File: src/rtl/fetch_buffer.sv
// fetch_buffer: multi-lane instruction FIFO between fetch and decode.
// Accepts 0-4 instructions per cycle, presents the up-to-4 oldest entries
// in program order, and is cleared by a pipeline flush.
// Ports:
//   clk, rst            clock, asynchronous active-high reset
//   flush               discard all contents at the next edge
//   in_data, in_num     fetch group (lane 0 oldest) and its valid lane count
//   in_ready            a full 4-lane group can be accepted this cycle
//   out_data, out_num   oldest entries (lane 0 is head) and valid lane count
//   pop_num             entries consumed by decode this cycle
//   count               current occupancy
//   err                 sticky protocol-violation flag
module fetch_buffer #(
  parameter int unsigned DEPTH  = 8,
  parameter int unsigned DATA_W = 64,
  parameter int unsigned CNT_W  = 4
) (
  input  logic                  clk,
  input  logic                  rst,
  input  logic                  flush,
  input  logic [4*DATA_W-1:0]   in_data,
  input  logic [2:0]            in_num,
  output logic                  in_ready,
  output logic [4*DATA_W-1:0]   out_data,
  output logic [2:0]            out_num,
  input  logic [2:0]            pop_num,
  output logic [CNT_W-1:0]      count,
  output logic                  err
);

  localparam int unsigned LANES = 4;
  localparam int unsigned PTR_W = $clog2(DEPTH);
  localparam logic [CNT_W-1:0] READY_MAX = CNT_W'(DEPTH - LANES);

  logic [PTR_W-1:0]  head_q, head_d;
  logic [PTR_W-1:0]  tail_q, tail_d;
  logic [CNT_W-1:0]  count_q, count_d;
  logic              err_q, err_d;
  logic [DATA_W-1:0] mem_q [DEPTH];
  logic [DATA_W-1:0] mem_d [DEPTH];

  logic [2:0] push_eff;
  logic [2:0] pop_eff;

  // Status and read-side view, derived from registered state only
  always_comb begin
    in_ready = (count_q <= READY_MAX);
    out_num  = (count_q >= CNT_W'(LANES)) ? 3'(LANES) : 3'(count_q);
    out_data = '0;
    for (int i = 0; i < int'(LANES); i++) begin
      if (3'(i) < out_num) begin
        out_data[i*DATA_W +: DATA_W] = mem_q[head_q + PTR_W'(i)];
      end
    end
  end

  // Next-state: push/pop clamping, error detection, flush priority
  always_comb begin
    push_eff = '0;
    pop_eff  = '0;
    head_d   = head_q;
    tail_d   = tail_q;
    count_d  = count_q;
    err_d    = err_q;
    mem_d    = mem_q;

    if (flush) begin
      head_d  = '0;
      tail_d  = '0;
      count_d = '0;
    end else begin
      // Oversized group is dropped entirely; backpressure alone is not an error
      if (in_num > 3'(LANES)) begin
        err_d = 1'b1;
      end else if (in_ready) begin
        push_eff = in_num;
      end

      if (pop_num > out_num) begin
        pop_eff = out_num;
        err_d   = 1'b1;
      end else begin
        pop_eff = pop_num;
      end

      for (int i = 0; i < int'(LANES); i++) begin
        if (3'(i) < push_eff) begin
          mem_d[tail_q + PTR_W'(i)] = in_data[i*DATA_W +: DATA_W];
        end
      end

      head_d  = head_q + PTR_W'(pop_eff);
      tail_d  = tail_q + PTR_W'(push_eff);
      count_d = count_q + CNT_W'(push_eff) - CNT_W'(pop_eff);
    end
  end

  // Control state
  always_ff @(posedge clk or posedge rst) begin
    if (rst) begin
      head_q  <= '0;
      tail_q  <= '0;
      count_q <= '0;
      err_q   <= 1'b0;
    end else begin
      head_q  <= head_d;
      tail_q  <= tail_d;
      count_q <= count_d;
      err_q   <= err_d;
    end
  end

  // Entry storage, intentionally not reset
  always_ff @(posedge clk) begin
    mem_q <= mem_d;
  end

  assign count = count_q;
  assign err   = err_q;

endmodule
File: config.mk
export PLATFORM = sky130hd
export DESIGN_NAME = fetch_buffer
export DESIGN_NICKNAME = d
export VERILOG_FILES = /design/src/rtl/fetch_buffer.sv
export SDC_FILE = /design/constraint.sdc
export NUM_CORES = 2
export LEC_CHECK = 0
export BUFFER_PORTS_ARGS = -buffer_cell sky130_fd_sc_hd__buf_4
export CAP_MARGIN = 10
export CORE_ASPECT_RATIO = 0.7
export CORE_MARGIN = 2
export CORE_UTILIZATION = 55
export DETAILED_ROUTE_END_ITERATION = 6
export PLACE_DENSITY_LB_ADDON = 0.05
export SYNTH_ARGS = -nofsm -noshare
export SYNTH_HDL_FRONTEND = slang
export SYNTH_SLANG_ARGS = --single-unit
File: constraint.sdc
create_clock -name clk -period 4.8 [get_ports clk]
set_input_delay 0.96 -clock clk [delete_from_list [all_inputs] [get_ports clk]]
set_output_delay 0.96 -clock clk [all_outputs]
set_load 0.02 [all_outputs]
==> results.toml <==
[status]
outcome = "complete, but fails checks"
violations = "design-rule violations"

[power]
swShare_pct = 47.5
internal_power_mw = 19.5
p_comb_share_pct = 65.5
pwr-share-seq_pct = 21.7
clkPwrFrac_pct = 12.8
switchingPower_mw = 17.6
total_leakage_power_nw = 21.5
p_per_area_mw_per_mm2 = 648
ir_worst_vdd_uv = 621

[timing]
max_freq_mhz = 211
layout_min_cycle_time_ns = 4.75
setup_viol = 0
holdWs_ns = 0.365
finalHoldViolations = 0
finalCritPeriodShare_pct = 98.9
tightest_slew_ns = 1.36
slew_headroom_pct = 9.15
rsz0062_at_grt = "false"
slew_violations = 0
skew_ns = 0.0241

[yosys]
syn-num-nets = 5023
yosys_warnings = 0
ys.flop_type = "edfxtp_1"
synth_seq_cells = 523
ys_async_sr_fraction_pct = 2.10
ys_types = 54
netlist_area_mm2 = 0.0504
yosysSeqAreaShare_pct = 31.0
avgSynthCellArea_um2 = 10.6
synth-edff-count = 512
syn_inst = 4741

[floorplanning]
core-area_mm2 = 0.0905
die_w_um = 366
start_util_pct = 55.7
die_h_um = 257
dieArea_mm2 = 0.0941
ioPinCount = 530
row_count = 92

[place]
gp_congestion = 0.928
dpl.cell_count = 5924
dpl_cell_area_mm2 = 0.0553
hpwl_um = 138000
port_buffers = 529

[layout]
nets = 5044
fin_util_pct = 63.2
final_layout_size_suffix_gt1_share_pct = 29.4
final_area_mm2 = 0.0572
syn_to_final_growth_pct = 13.4
fin_cells = 6055

[clocking]
ctsResizeCount = 0
cts_tree = "built"
clk_pin_slew_ns = 0.07
cts_buffer_depth = 3
cts_buffers = 58
cts_root_buf = "clkbuf_16"
post_cts_buffers = 0
cts_hold_buffers = 0
clock_latency_ns = 0.69
clock-sinks = 523
htreeDepth = 2

[routing]
drt-total-wl_um = 239000
drc = 1
wl_per_cell_um = 39.5
vias = 51300
antenna_left = 0
vias_per_cell = 8.47
first_pass_iters = 7
drt_iter0_drc = 10300

[grt]
grt_usage_pct = 48.7
grt_pass1_vias = 48000
antenna_found_initial = 30
top_usage_layer = "met2"
gr-total-overflow = 0
grt.met3_usage_pct = 22.1
grt_max_degree = 147
grt_first_pass_wirelength_um = 341000
grtUsageMet1_pct = 64.6
grt.met2_usage_pct = 66.0

[setup_path]
cp-endpoint = "out_data[92]"
crit_path_start = "head_q[0]"
r2r_slack_ns = 0.93
reg2reg_from = "tail_q[2]"
critPathArrivalTime_ns = 3.79
start_kind = "flip-flop"
crit_fanout = 52
required_ns = 3.84
rr_endpoint = "mem_q[245]"
endpoint_kind = "primary output"
worstRegToRegCells = 6
critical_path_class = "flip-flop to primary output"

[job]
max_cap_violations = 0

[min_path]
hp-class = "input port to async pin"
-- synth_stat cells (all sizes together) (19+ instances only) --
| cell type | count | area, µm² |
|---|---|---|
| clkbuf | 401 | 1510 |
| o21ai | 192 | 961 |
| nor2 | 589 | 2210 |
| nand2 | 23 | 91.3 |
| a211oi | 507 | 4110 |
| mux2i | 509 | 5090 |
| o22ai | 444 | 2780 |
| buf | 329 | 1360 |
| o31ai | 63 | 473 |
| edfxtp | 512 | 15400 |
| and3 | 258 | 1610 |
| mux4 | 512 | 11500 |
| inv | 19 | 71.3 |
| a22oi | 254 | 1910 |
-- power by group through the flow --
stage               Combinational, mW  Sequential [mW]  Clock, mW
floorplan                        15.5             7.37          0
global placement                 23.2             7.95          0
detailed placement               23.5             8.00          0
CTS                              23.5             7.92       4.67
global route                     25.0             8.13       4.83
finish                           24.3             8.05       4.74
-- area by class of cell --
| cell class | instances | area, µm² |
|---|---|---|
| clock buffers | 72 | 1570 |
| well taps | 1222 | 1530 |
| clock inverters | 34 | 289 |
| fillers | 7259 | 33300 |
| flip-flops and latches | 523 | 15700 |
| diodes | 25 | 62.6 |
| multi-input cells | 3469 | 32200 |
| inverters | 19 | 83.8 |
| repair buffers | 691 | 5750 |
-- cells in the final DEF, fill, tap and decap left out, drive strengths merged, types with 25 or more instances in the layout --
cell type	synthesis	final
a211oi	507	507
a22oi	254	254
and3	258	258
buf	329	691
clkbuf	401	72
clkinv	0	29
diode	0	25
edfxtp	512	512
mux2i	509	509
mux4	512	512
nor2	589	589
o21ai	192	192
o22ai	444	444
o31ai	63	63
-- worst max-delay path, cell delays in order, from the launching register on --
cell	delay, ns
dfrtp_4	0.75
ha_1	0.35
xor2_4	0.23
buf_12	0.41
buf_4	0.40
mux4_2	0.26
mux2i_1	0.07
nor2_1	0.38
buf_4	0.23
-- per-stage QoR --
stage / total power, mW / setup slack [ns] / setup TNS [ns]
3_5_place_dp: 31.5 / 0.444 / 0
3_3_place_gp: 31.2 / 0.444 / 0
6_report: 37.1 / 0.0527 / 0
5_1_grt: 38.0 / 0.00118 / 0
4_1_cts: 36.1 / 0.242 / 0
2_1_floorplan: 22.9 / -4.14 / -2124.15
-- worst min path at each step --
stage / from / to / slack [ns] / cells past startpoint
after global routing: rst / head_q[1] / 0.41 / 2
after detailed placement: err / err / 0.47 / 1
after CTS: rst / err / 0.37 / 2
after floorplan: err / err / 0.58 / 1
after global placement: err / err / 0.47 / 1
final: rst / head_q[1] / 0.37 / 2
-- cells by family after synthesis --
| family | count (synthesis) | share of synthesized area, % |
|---|---|---|
| simple gates | 922 | 8.46 |
| flops | 523 | 31.0 |
| buf+inv | 749 | 5.83 |
| compound gates | 1490 | 20.8 |
| fa+ha+maj | 17 | 0.496 |
| mux | 1027 | 33.1 |
| xor+xnor | 13 | 0.226 |
-- state kept, by name, summed over array words and instances, names as in the netlist --
name    count
count       4
err         1
head_q      3
mem_q     512
tail_q      3
-- metal layers --
metal | part of all wire [%] | vias to the layer above
met3 | 19 | 1378
met4 | 7.1 | 18
met2 | 40 | 5906
met5 | 0.045 | -
li1 | - | 19400
met1 | 33 | 24600
Power figures use the tool's default switching activity.
